`config.mk`:
```
export PLATFORM = sky130hd
export DESIGN_NAME = response_router
export DESIGN_NICKNAME = d
export VERILOG_FILES = /design/src/rtl/response_router.sv
export SDC_FILE = /design/constraint.sdc
export NUM_CORES = 1
export LEC_CHECK = 0
export CAP_MARGIN = 20
export CORE_MARGIN = 4
export CORE_UTILIZATION = 56
export DETAILED_ROUTE_END_ITERATION = 12
export GPL_ROUTABILITY_DRIVEN = 0
export PLACE_DENSITY = 0.86
export SYNTH_ARGS = -nofsm -noshare
export SYNTH_HDL_FRONTEND = slang
export SYNTH_SLANG_ARGS = --single-unit
```
`constraint.sdc`:
```
create_clock -name clk -period 4.02 [get_ports clk]
set_clock_uncertainty 0.1 [all_clocks]
set_input_delay 0.804 -clock clk [delete_from_list [all_inputs] [get_ports clk]]
set_output_delay 0.804 -clock clk [all_outputs]
set_load 0.02 [all_outputs]
```
`src/rtl/response_router.sv`:
```
// Return path for the triple-ported memory. Each lane response is steered
// back to its originating port (1..3) through a small per-port FIFO. This
// undoes the request-side lane compaction and absorbs consumer backpressure.
module response_router #(
  parameter int WIDTH      = 8,
  parameter int FIFO_DEPTH = 2
) (
  input  logic             clk,
  input  logic             rst_n,
  input  logic [WIDTH-1:0] lane1_in,
  input  logic [1:0]       lane1_id,
  input  logic [1:0]       lane1_req_tag_in,
  input  logic             lane1_in_valid,
  input  logic [WIDTH-1:0] lane2_in,
  input  logic [1:0]       lane2_id,
  input  logic [1:0]       lane2_req_tag_in,
  input  logic             lane2_in_valid,
  input  logic [WIDTH-1:0] lane3_in,
  input  logic [1:0]       lane3_id,
  input  logic [1:0]       lane3_req_tag_in,
  input  logic             lane3_in_valid,
  output logic             in_ready,
  output logic [WIDTH-1:0] port1_out,
  output logic [1:0]       port1_req_tag_out,
  output logic             port1_out_valid,
  input  logic             port1_ready,
  output logic [WIDTH-1:0] port2_out,
  output logic [1:0]       port2_req_tag_out,
  output logic             port2_out_valid,
  input  logic             port2_ready,
  output logic [WIDTH-1:0] port3_out,
  output logic [1:0]       port3_req_tag_out,
  output logic             port3_out_valid,
  input  logic             port3_ready,
  output logic             err_dup_id,
  output logic             err_bad_id
);

  localparam int AW = $clog2(FIFO_DEPTH);
  localparam int EW = WIDTH + 2;
  localparam logic [AW:0] FULL_CNT = (AW+1)'(FIFO_DEPTH);

  // Lane and port signals gathered into arrays so the logic is written once
  logic [WIDTH-1:0] lane_dat [3];
  logic [1:0]       lane_id  [3];
  logic [1:0]       lane_tag [3];
  logic [2:0]       lane_vld;
  logic [2:0]       port_rdy;

  assign lane_dat[0] = lane1_in;
  assign lane_dat[1] = lane2_in;
  assign lane_dat[2] = lane3_in;
  assign lane_id[0]  = lane1_id;
  assign lane_id[1]  = lane2_id;
  assign lane_id[2]  = lane3_id;
  assign lane_tag[0] = lane1_req_tag_in;
  assign lane_tag[1] = lane2_req_tag_in;
  assign lane_tag[2] = lane3_req_tag_in;
  assign lane_vld    = {lane3_in_valid, lane2_in_valid, lane1_in_valid};
  assign port_rdy    = {port3_ready, port2_ready, port1_ready};

  // FIFO state: pointers and counts are control; storage is not reset
  logic [AW-1:0] wr_ptr [3];
  logic [AW-1:0] rd_ptr [3];
  logic [AW:0]   count  [3];
  logic [EW-1:0] mem    [3][FIFO_DEPTH];

  logic [2:0]    lane_push;
  logic          dup_hit;
  logic          bad_hit;
  logic [2:0]    push_vld;
  logic [EW-1:0] push_ent [3];
  logic [2:0]    pop;
  logic [EW-1:0] head_ent [3];

  // Accept only when no FIFO is full; a full FIFO's same-cycle pop is ignored
  always_comb begin
    in_ready = 1'b1;
    for (int p = 0; p < 3; p++) begin
      if (count[p] == FULL_CNT) in_ready = 1'b0;
    end
  end

  // Lane qualification: id 0 is dropped, and for a repeated id the lowest lane wins
  always_comb begin
    lane_push = '0;
    dup_hit   = 1'b0;
    bad_hit   = 1'b0;
    for (int i = 0; i < 3; i++) begin
      if (in_ready && lane_vld[i]) begin
        if (lane_id[i] == 2'd0) begin
          bad_hit = 1'b1;
        end else begin
          lane_push[i] = 1'b1;
          for (int j = 0; j < i; j++) begin
            if (lane_vld[j] && (lane_id[j] == lane_id[i])) begin
              lane_push[i] = 1'b0;
              dup_hit      = 1'b1;
            end
          end
        end
      end
    end
  end

  // Steer each surviving lane to the FIFO named by its id (at most one per FIFO)
  always_comb begin
    for (int p = 0; p < 3; p++) begin
      push_vld[p] = 1'b0;
      push_ent[p] = '0;
      pop[p]      = (count[p] != '0) && port_rdy[p];
      for (int i = 0; i < 3; i++) begin
        if (lane_push[i] && (lane_id[i] == 2'(p + 1))) begin
          push_vld[p] = 1'b1;
          push_ent[p] = {lane_tag[i], lane_dat[i]};
        end
      end
    end
  end

  // Pointer/count update and sticky error flags
  always_ff @(posedge clk or negedge rst_n) begin
    if (!rst_n) begin
      for (int p = 0; p < 3; p++) begin
        wr_ptr[p] <= '0;
        rd_ptr[p] <= '0;
        count[p]  <= '0;
      end
      err_dup_id <= 1'b0;
      err_bad_id <= 1'b0;
    end else begin
      for (int p = 0; p < 3; p++) begin
        if (push_vld[p]) wr_ptr[p] <= wr_ptr[p] + 1'b1;
        if (pop[p])      rd_ptr[p] <= rd_ptr[p] + 1'b1;
        case ({push_vld[p], pop[p]})
          2'b10:   count[p] <= count[p] + 1'b1;
          2'b01:   count[p] <= count[p] - 1'b1;
          default: count[p] <= count[p];
        endcase
      end
      if (dup_hit) err_dup_id <= 1'b1;
      if (bad_hit) err_bad_id <= 1'b1;
    end
  end

  // FIFO storage write
  always_ff @(posedge clk) begin
    for (int p = 0; p < 3; p++) begin
      if (push_vld[p]) mem[p][wr_ptr[p]] <= push_ent[p];
    end
  end

  // Head entry, forced to zero while the FIFO is empty
  always_comb begin
    for (int p = 0; p < 3; p++) begin
      head_ent[p] = (count[p] != '0) ? mem[p][rd_ptr[p]] : '0;
    end
  end

  assign port1_out         = head_ent[0][WIDTH-1:0];
  assign port1_req_tag_out = head_ent[0][EW-1:WIDTH];
  assign port1_out_valid   = (count[0] != '0);
  assign port2_out         = head_ent[1][WIDTH-1:0];
  assign port2_req_tag_out = head_ent[1][EW-1:WIDTH];
  assign port2_out_valid   = (count[1] != '0);
  assign port3_out         = head_ent[2][WIDTH-1:0];
  assign port3_req_tag_out = head_ent[2][EW-1:WIDTH];
  assign port3_out_valid   = (count[2] != '0);

endmodule
```
# After elaboration in Yosys (flattened, before gate mapping)
# Memory sizes are Yosys's and may differ from the RTL's.
# Cells that the tools add are included.
# op_classes
muxes,70
n_addsub,12
n_reduce_logical,30
bitwise_logic,6
n_eq_ne,21
n_lt_le_gt_ge,9
# ops
op,count
10-bit two-way mux,24
20-bit two-way mux,3
1-bit two-way mux,37
10-bit demux with 1-bit select,3
2-bit equality test (second input constant),12
1-bit logical AND,21
2-bit by 1-bit equality test with 1-bit output (second input constant),6
2-bit >= comparator (second input constant),6
1-bit inverter with 2-bit output,6
2-bit one-hot mux with 2 select lines,3
2-bit nonzero test,6
1-bit adder (second input constant),6
2-bit by 1-bit adder with 2-bit output (second input constant),3
2-bit equality test,3
2-bit logical NOT,3
2-bit by 1-bit < comparator with 1-bit output (second input constant),3
2-bit by 1-bit subtractor with 2-bit output (second input constant),3
# word_totals
memories,1
wordCells,160
input_bits,44
register_bits,14
mem_bits_rw,60
# memory_table
memory,depth,word_bits,rd,rd_ports_with_merged_regs,wr,line_no,text
mem,3,20,3,0,3,66,logic [EW-1:0] mem [3][FIFO_DEPTH];

# Longest topological paths before layout
# Gate-level depths: netlist of the first run.
# logic_depth
ltp_word,12
ltp_mapped,12
ltp_nobuf,9

# Least setup slack after synthesis of the first run
# No wires, ideal clock.
# synth_timing
path_type,input-to-reg
from,input port lane1_id[0]
to,register count[3] in the netlist's numbering
setup_time_ns,0.079
arrival_time_ns,2.424
slack_ns,1.417
stages,8
cell_sequence,clkbuf_1 nand3b_1 nor4_1 buf_2 nor3_1 ha_1 nor2_1 xor2_1
# synth_via
elab_chain_cells,10
word_cells_on_any_way,25
classes_between,eq/ne: 5; mux: 13; reduce/logical: 7
# synth_rtl
element,line_no,text
"start, declared",11,"input logic [1:0] lane1_id,"
2-bit equality test,96,if (lane_vld[j] && (lane_id[j] == lane_id[i])) begin
1-bit logical AND,96,
1-bit two-way mux,96,
1-bit two-way mux (on tied branches),"91, 96",
1-bit two-way mux (on tied branches),"90, 91",
1-bit logical AND or 1-bit two-way mux (tied branches),"113, 90",
1-bit two-way mux or 1-bit logical AND (tied branches),113,if (lane_push[i] && (lane_id[i] == 2'(p + 1))) begin
1-bit two-way mux (*),113,
2-bit by 1-bit equality test with 1-bit output or 2-bit equality test (tied branches),135,"case ({push_vld[p], pop[p]})"
2-bit one-hot mux with 2 select lines or 2-bit nonzero test (tied branches),--,
"end signal, assigned by index",136,2'b10: count[p] <= count[p] + 1'b1;
"end signal, assigned by index",137,2'b01: count[p] <= count[p] - 1'b1;
"end signal, assigned by index",138,default: count[p] <= count[p];
"end, declared",65,logic [AW:0] count [3];
# Every way passes the cells marked *; elsewhere a longest branch is shown, timed or not.
# A chain may end at the register's enable or synchronous reset.

# Worst setup path after layout of the first run
# layout_timing
from,register count[3] in the netlist's numbering
to,output port in_ready
# layout_via
elab_chain_cells,3
# layout_rtl
element,line_no,text
2-bit equality test,80,if (count[p] == FULL_CNT) in_ready = 1'b0;
1-bit two-way mux (2 in series),80,
"end, declared",22,"output logic in_ready,"
# No other way between the ends.

==> results.md, run 1 <==
* Rows at 30
* Slew Viols, Final at 0
* Max-cap viol count at 0
* Synth-to-Final Area Change at 25.54%
* Post-synth top flop: edfxtp_1
* Max frequency at approximately 320 MHz
* Worst hold slack at between 0.3 and 0.4 ns
* Final period util at 0.7877
* TNS Setup at 0 ns
* Clock period minus worst slack at approximately 3.2 ns
* Synth area leaders: edfxtp_1 45%, dfrtp_1 8.8%, a221o_1 7.6%
* Crit end category: primary output
* CTS tree: done
* PnR worst setup slack at approximately 0.85 ns
* Worst EP arrival at around 2.3 ns
* Antenna cells at 0
* Mapped cell area at 3974 µm²
* Detailed Place HPWL at ~7600 µm
* Highest ir drop seen on vdd at 0.3715 mV
* Number of synthesized register bits at between 70 and 80
* Reg-to-reg critical path startpoint: count[3]$_DFFE_PN0P_
* Post-layout total power at 3.463 mW
* Worst slack, placed at between 0.6 and 0.7 ns
* Post-CTS Repair Setup Buffers at 0
* IO buf count at between 70 and 80
* Hold crit path type: reg2reg
* H-tree depth at 3
* Worst slew pin tran at roughly 0.8 ns
* Worst-path clk slew at about 0.09 ns
* Share of cells above drive strength 1 at 0.07035
* Routed vias/inst at 6.150
* Leak pwr at 1.912 nW
* Final nets at 440
* Ys Warns at 0
* Worst Setup SP: count[3]$_DFFE_PN0P_
* DRC viols at 0
* Fin area at between 4000 and 5000 µm²
* Top cell type's share of synthesized area at 0.4534
* Routed Antenna Nets at 0
* Cell variety after synth at 39
* Count of final hold-check violations at 0
* Number of synthesized flops with an enable pin at 60
* Setup crit start kind: register
* Wirelength per Cell at 20.89 µm
* Number of detailed-route iterations in the first pass at 4
* Non-filler instance count after layout at a little under 500
* Worst slew margin at 0.4697
* Outcome: finished, final reports clean
* Tot GR Track Use at 0.2519
* Crit Path Class: reg2out
* Total grt overflow at 0
* Largest net degree at the start of global routing at 18
* Multi-input gate area at 1648 µm²
* Cell taking the most area after synthesis: edfxtp_1
* Initial antenna violation count at 0
* Die area at 8508 µm²
* Die extent in x at slightly above 90 µm
* Max Root-Sink Buffers at 2
* # setup viols final at 0
* Worst-path fanout max at 17
* Core box area at between 6000 and 7000 µm²
* RSZ-0062 raised after global routing: no
* Critical Path RT at 3.12 ns
* Initial core utilization at 0.5817
* Hold buffers post-CTS at 0
* Total Routed Length at approximately 10000 µm
* Origin of the worst min-delay path: err_bad_id$_DFFE_PN0P_
* CTS Root Cell: clkbuf_8
* CTS-repair resized insts at 0
* CTS buffer count at 9
* Syn_area_per_cell at between 10 and 15 µm²
* First-pass GRT wire length at around 16000 µm
* DRT iter0 DRCs at between 200 and 250
* Sequential area share after synthesis at 0.5416
* Post-layout util at 0.7302
* Mapped Cells at 325
* Detailed-route via count at between 3000 and 4000
* Die Y-Extent at roughly 92 µm
* PwrDens at 694.2 nW/µm²
* Worst-Skew Late Latency at 0.35 ns
* Post-synthesis net count at 372
* Final-layout fill cell count at 481
* Vias in the first global route at approximately 3100
* Placed standard-cell area at approximately 4800 µm²
* Register area at around 2200 µm²
* IO Pins at 80
* Clk sinks at between 70 and 80
* Dpl cells at between 400 and 500
* Post-synth ARST share at 0.1892
-- power breakdown --
group	internal (mW)	switching, mW
registers	1.04	0.162
clock network	0.352	0.293
logic	0.728	0.888
-- path summary, 6_finish.rpt --
path	slack, ns	cells after the start	to
min reg2reg	0.39	1	err_bad_id$_DFFE_PN0P_
min	0.39	1	err_bad_id$_DFFE_PN0P_
max	0.85	4	in_ready
max reg2reg	1.39	4	mem[0][51]$_DFFE_PP_
min in group asynchronous	0.78	1	err_bad_id$_DFFE_PN0P_
max in group asynchronous	2.57	1	count[0]$_DFFE_PN0P_
-- layout by cell type (no fill, tap or decap), types with 5 or more instances in the layout --
cell type,n
clkdlybuf4s50_1,79
edfxtp_1,60
nor2_1,39
a221o_1,30
mux2i_1,30
and2_1,23
and3_1,15
dfrtp_1,14
xnor2_1,11
nand3_1,9
nor2b_1,9
clkbuf_8,9
inv_1,8
xor2_1,6
nor4_1,5
a211oi_1,5
-- synth_stat cells, types with 5 or more instances --
library cell and n:
dfrtp_1 14, xnor2_1 11, nor2b_1 9, inv_1 8
nor4_1 6, buf_6 5, clkbuf_1 9, nand3_1 9
xor2_1 6, and2_1 23, mux2i_1 30, a221o_1 30
a211oi_1 5, buf_2 8, nor2_1 39, edfxtp_1 60
and3_1 15
-- critical path, cell delays in order, from the launching register on --
cell             delay, ns
dfrtp_1               0.40
nor2b_1               0.23
or3_4                 0.50
inv_6                 0.15
clkdlybuf4s50_1       0.63
-- area by class of cell --
type                    count  share of cell area
multi-input cells         217              0.3303
inverters                   9            0.007775
flip-flops and latches     74              0.4314
repair buffers             82              0.1630
clock inverters             6             0.01781
well taps                  96             0.02408
clock buffers              10             0.02558
-- metal layers --
metal,vias up,routed length (µm),GRT usage
li1,1370,-,-
met1,1457,4022,0.3110
met2,179,5197,0.4282
met3,32,803,0.05004
met4,0,295,0.1114
met5,-,0,0
-- registers in the layout, summed over array words and instances, names as in the netlist --
| name | cells |
|---|---|
| mem | 60 |
| count | 6 |
| rd_ptr | 3 |
| wr_ptr | 3 |
| err_bad_id | 1 |
| err_dup_id | 1 |
-- logic make-up (layout without fill, tap and decap cells) --
| logic type | count (synthesis) | after routing | synth area share |
|---|---|---|---|
| AOI/OAI and AO/OA | 50 | 50 | 0.1215 |
| xor gates and xnor gates | 17 | 17 | 0.03747 |
| adders and majority gates | 3 | 3 | 0.009447 |
| buffers and inverters | 34 | 107 | 0.04534 |
| DFF | 74 | 74 | 0.5416 |
| muxes | 30 | 30 | 0.07557 |
| and+or+nand+nor | 117 | 117 | 0.1691 |
Note: power is estimated with default switching activity, not from simulation.
==> run 2, diff against run 1 <==
--- a/config.mk
+++ b/config.mk
@@ -7,10 +7,10 @@
 export LEC_CHECK = 0
 export CAP_MARGIN = 20
 export CORE_MARGIN = 4
-export CORE_UTILIZATION = 56
+export CORE_UTILIZATION = 47
 export DETAILED_ROUTE_END_ITERATION = 12
 export GPL_ROUTABILITY_DRIVEN = 0
-export PLACE_DENSITY = 0.86
+export PLACE_DENSITY = 0.77
 export SYNTH_ARGS = -nofsm -noshare
 export SYNTH_HDL_FRONTEND = slang
 export SYNTH_SLANG_ARGS = --single-unit
==> constraint.sdc (replaced) <==
create_clock -name clk -period 2.7 [get_ports clk]
set_clock_uncertainty 0.1 [all_clocks]
set_input_delay 0.54 -clock clk [delete_from_list [all_inputs] [get_ports clk]]
set_output_delay 0.54 -clock clk [all_outputs]
set_load 0.02 [all_outputs]
==> run 2 against run 1 <==
Compared with the run above:
- die area up 17%
- routed wire length down 5.1%
- largest cell class unchanged
- non-clock buffer count up 25
- count of clock-buffer cells in the layout unchanged
- critical path depth unchanged
- global-route usage down 5.3 points
- combinational power up 59%
- critical path type unchanged
- via count down 0.89%
- flip-flop and latch count unchanged
- first-iteration DRC count down 39%
- sequential share of layout area down 2.2 points
- highest routed layer unchanged
- largest power group unchanged
==> results.md, run 2 (synthesized netlist as in run 1, its figures left out) <==
* Outcome: finished, final reports clean
* Routed vias/inst at ~5.7
* Worst slew margin at 0.5228
* Highest ir drop seen on vdd at roughly 0.55 mV
* Met2 wire len at between 4000 and 5000 µm
* Share of cells above drive strength 1 at 0.1348
* # setup viols final at 0
* CP max stage delay at 0.45 ns
* WL met3 at between 800 and 900 µm
* Hold buffers post-CTS at 0
* Hold Path Sink: err_dup_id$_DFFE_PN0P_
* WP buf/inv at 2
* Detailed Place HPWL at 7411 µm
* Rows at 33
* IO buf count at 79
* DRT iter0 DRCs at ~150
* Total grt overflow at 0
* Vias in the first global route at approximately 2900
* Die Y-Extent at 99.95 µm
* DRC viols at 0
* Worst-Skew Late Latency at 0.34 ns
* H-tree depth at 3
* Post-layout total power at 5.286 mW
* Hold crit path type: reg2reg
* Max Root-Sink Buffers at 2
* Tot GR Track Use at 0.1988
* Synth-to-Final Area Change at 32.53%
* Crit Path Class: reg2out
* Final period util at 0.9415
* Leak pwr at about 2.1 nW
* Crit path max-delay family: simple AND/OR/NAND/NOR gates
* Clock period minus worst slack at 2.542 ns
* Fin area at around 5300 µm²
* Worst R2R Path Depth at 7
* Placed standard-cell area at 5046 µm²
* Reg-to-reg critical path startpoint: count[5]$_DFFE_PN0P_
* Number of detailed-route iterations in the first pass at 5
* Routed Antenna Nets at 0
* Max frequency at approximately 400 MHz
* Cell depth of the worst setup path at 4
* CTS buffer count at 9
* Slew Viols, Final at 0
* Hold Crit Depth at 2
* CTS tree: done
* Initial antenna violation count at 0
* Reg2Reg Capture Point: count[1]$_DFFE_PN0P_
* Die area at approximately 10000 µm²
* Total Routed Length at 9795 µm
* PwrDens at roughly 1000 nW/µm²
* Crit-path cells: nor2b_1, or3_4, inv_6, dlygate4sd2_1
* R2R setup slack at approximately 0.18 ns
* Worst-path clk slew at approximately 0.080 ns
* Post-CTS Repair Setup Buffers at 0
* Antenna cells at 0
* Worst hold slack at 0.3913 ns
* IO Pins at 80
* Max reg flops at 60
* Worst EP arrival at 1.90 ns
* Count of final hold-check violations at 0
* DRT met1 WL at a little under 4000 µm
* Max-cap viol count at 0
* Max Used Layer: met4
* CTS-repair resized insts at 1
* Wirelength per Cell at ~19 µm
* Most frequent cells in the layout: 78 x clkdlybuf4s50_1, 60 x edfxtp_1, 39 x nor2_1
* Final nets at 465
* Setup crit start kind: register
* Crit end category: primary output
* Commonest non-fill, non-tap cell in the layout: clkdlybuf4s50_1
* Detailed-route via count at 3011
* Initial core utilization at 0.4836
* Worst-path fanout max at 17
* Worst slew pin tran at slightly above 0.7 ns
* Clk sinks at between 70 and 80
* Critical Path RT at 2.06 ns
* First-pass GRT wire length at 15300 µm
* Origin of the worst min-delay path: err_dup_id$_DFFE_PN0P_
* Core box area at just over 8000 µm²
* Slowest-stage cell, CP: or3_4
* Largest net degree at the start of global routing at 18
* CTS Root Cell: clkbuf_8
* Die extent in x at between 90 and 100 µm
* RSZ-0062 raised after global routing: no
==> run 2: cell count changes in the layout (fill, tap and decap cells not counted) <==
cell / delta
clkdlybuf4s50_1: -1
clkinv_4: +1
inv_6: -1
dlygate4sd2_1: +1
clkinv_2: +1
buf_12: +6
dfrtp_1: -3
clkinv_1: -1
dfrtp_2: +3
buf_4: +19
==> run 2: how the worst max path moves through the flow <==
stage	startpoint	endpoint	slack, ns
after detailed placement	lane3_id[1]	count[5]$_DFFE_PN0P_	-0.13
final	count[5]$_DFFE_PN0P_	in_ready	0.16
after CTS	rd_ptr[2]$_DFFE_PN0P_	port1_req_tag_out[0]	0.06
after floorplan	lane1_id[0]	count[3]$_DFFE_PN0P_	0.36
after global routing	count[5]$_DFFE_PN0P_	count[1]$_DFFE_PN0P_	0.04
after global placement	lane1_id[0]	count[1]$_DFFE_PN0P_	-0.05
==> run 2: final cells by class <==
class                      count  area, µm²
fill                         619       2950
sequential                    74       2156
multi-input combinational    217       1648
timing repair buffer         107       1075
tap                          105      131.4
clock buffer                  10      127.6
clock inverter                 6      90.09
inverter                       9      38.79
==> run 2: worst reg2reg max path: stages, from the launching register on <==
cell and delay (ns):
dfrtp_1 0.41, nor2b_1 0.18, or3_4 0.45, nor3_4 0.51
nor3_1 0.14, ha_1 0.35, nor2_1 0.14, xor2_1 0.16
==> run 2: report_power, final <==
part / switching, mW / total, mW / internal [mW]
Sequential: 0.209 / 1.76 / 1.55
Clock: 0.419 / 0.943 / 0.524
Combinational: 1.35 / 2.58 / 1.23
==> run 2: per-layer routing <==
metal	track usage	vias up
met3	0.05003	14
met1	0.2518	1445
li1	-	1418
met5	0	-
met2	0.3438	134
met4	0.04517	0
==> run 2: metrics by stage <==
| stage | cells | setup slack, ns | utilization | setup TNS [ns] |
|---|---|---|---|---|
| 2_1_floorplan | 325 | 0.3608 | - | 0 |
| 3_3_place_gp | 512 | -0.05392 | 0.6141 | -0.4216 |
| 3_5_place_dp | 512 | -0.1280 | 0.6141 | -3.410 |
| 4_1_cts | 528 | 0.06086 | 0.6405 | 0 |
| 5_1_grt | 528 | 0.04169 | 0.6409 | 0 |
| 6_report | 528 | 0.1579 | 0.6409 | 0 |
==> run 3, diff against run 2 <==
--- a/config.mk
+++ b/config.mk
@@ -6,8 +6,10 @@
 export NUM_CORES = 1
 export LEC_CHECK = 0
 export CAP_MARGIN = 20
+export CORE_ASPECT_RATIO = 0.5
 export CORE_MARGIN = 4
 export CORE_UTILIZATION = 47
+export CTS_CLUSTER_SIZE = 40
 export DETAILED_ROUTE_END_ITERATION = 12
 export GPL_ROUTABILITY_DRIVEN = 0
 export PLACE_DENSITY = 0.77
==> run 3 against run 2 <==
Compared with the run above:
- utilization rose by 2.0 points
- sequential share of layout area fell by 0.74 points
- largest cell class unchanged
- highest routed layer unchanged
- count of clock-buffer cells in the layout fell by 1
- sequential power barely moved
- worst setup slack got worse by 0.00082 ns
- design area rose by 1.8%
==> results.md, run 3 (synthesized netlist as in run 1, its figures left out) <==
* Routed vias/inst at 5.757
* Total Routed Length at between 10000 and 15000 µm
* Non-filler instance count after layout at ~540
* Final-layout fill cell count at about 600
* Total grt overflow at 0
* CTS Root Cell: clkbuf_16
* Worst hold slack at between 0.3 and 0.4 ns
* Outcome: finished, final reports clean
* Worst-Skew Late Latency at ~0.33 ns
* Detailed-route via count at 3097
* Placed standard-cell area at roughly 5100 µm²
* Max-cap viol count at 0
* Worst slack, placed at -0.1225 ns
* Worst EP arrival at ~2.7 ns
* Antenna cells at 0
* IO Pins at 80
* Post-layout util at 0.6608
* Tot GR Track Use at 0.2057
* Max reg flops at 60
* Worst slew margin at 0.5491
* H-tree depth at 3
* Number of detailed-route iterations in the first pass at 6
* CTS tree: done
* Routed Antenna Nets at 0
* Worst slew pin tran at 0.6743 ns
* PwrDens at 1029 nW/µm²
* Slew Viols, Final at 0
* Crit Path Class: reg2reg
* RSZ-0062 raised after global routing: no
* # setup viols final at 0
* Commonest non-fill, non-tap cell in the layout: clkdlybuf4s50_1
* R2R setup slack at between 0.15 and 0.2 ns
* Final period util at 0.9418
* First-pass GRT wire length at around 16000 µm
* Critical Path RT at approximately 2.9 ns
* Largest net degree at the start of global routing at 18
* Fin area at 5363 µm²
* Dpl cells at 522
* Setup crit start kind: register
* Max Root-Sink Buffers at 2
* Hold crit path type: reg2reg
* DRT iter0 DRCs at about 250
* CTS buffer count at 9
* Initial core utilization at 0.4897
* Vias in the first global route at 3194
* Wirelength per Cell at 18.76 µm
* Max frequency at ~390 MHz
* Initial antenna violation count at 0
* Synth-to-Final Area Change at 34.95%
* Clock period minus worst slack at 2.543 ns
* Most frequent cells in the layout: 78 x clkdlybuf4s50_1, 60 x edfxtp_1, 39 x nor2_1
* PnR worst setup slack at ~0.16 ns
* Post-layout total power at 5.517 mW
* Share of cells above drive strength 1 at 0.1432
* IO buf count at 79
* Post-CTS Repair Setup Buffers at 0
* Clk sinks at 74
* Highest ir drop seen on vdd at 0.4600 mV
* Detailed Place HPWL at around 7600 µm
* DRC viols at 0
* Die Y-Extent at roughly 73 µm
* TNS Setup at 0 ns
* Worst-path fanout max at 12
* Die extent in x at ~140 µm
* Count of final hold-check violations at 0
* Final nets at approximately 470
* Rows at 23
* Crit end category: register
* Die area at 10080 µm²
* Worst-path clk slew at ~0.06 ns
* Core box area at between 8000 and 9000 µm²
* Leak pwr at ~2.1 nW
-- run 3: layer usage --
| layer | up-vias | part of all wire | GRT usage |
|---|---|---|---|
| li1 | 1435 | - | - |
| met1 | 1507 | 0.42 | 0.2551 |
| met2 | 137 | 0.49 | 0.3596 |
| met3 | 18 | 0.068 | 0.05890 |
| met4 | 0 | 0.014 | 0.05696 |
| met5 | - | 0 | 0 |
-- run 3: final cells by class --
class	instances	area (µm²)	share of cell area
Inverter	9	38.79	0.007233
Sequential cell	74	2156	0.4020
Clock buffer	9	225.2	0.04200
Multi-Input combinational cell	217	1648	0.3073
Tap cell	112	140.1	0.02613
Timing Repair Buffer	110	1085	0.2023
Clock inverter	7	70.07	0.01307
-- run 3: final timing paths --
| check | from | end | cells after the start |
|---|---|---|---|
| min in group asynchronous | rst_n | wr_ptr[2]$_DFFE_PN0N_ | 1 |
| max in group asynchronous | rst_n | rd_ptr[1]$_DFFE_PN0P_ | 1 |
| max reg2reg | count[5]$_DFFE_PN0P_ | count[1]$_DFFE_PN0P_ | 7 |
| max | count[5]$_DFFE_PN0P_ | count[1]$_DFFE_PN0P_ | 7 |
| min | count[3]$_DFFE_PN0P_ | count[3]$_DFFE_PN0P_ | 1 |
| min reg2reg | count[3]$_DFFE_PN0P_ | count[3]$_DFFE_PN0P_ | 1 |
-- run 3: where the power goes --
part / total [mW] / switching [mW] / internal, mW / leakage, nW
clock network: 1.17 / 0.459 / 0.712 / 0.145
logic: 2.56 / 1.34 / 1.22 / 1.25
registers: 1.79 / 0.231 / 1.55 / 0.710
total: 5.52 / 2.03 / 3.48 / 2.11
-- run 3: what timing repair did --
item	CTS	global route
hold endpoints to repair	0	0
hold buffers	0	0
pin swaps	0	0
gates resized for setup	1	3
setup endpoints to repair	1	11
-- run 3: critical path, stage by stage (launching register included) --
cell     delay, ns
dfrtp_1       0.40
nor2b_1       0.18
or3_4         0.46
nor3_4        0.55
nor3_1        0.15
ha_1          0.35
nor2_1        0.14
xor2_1        0.15
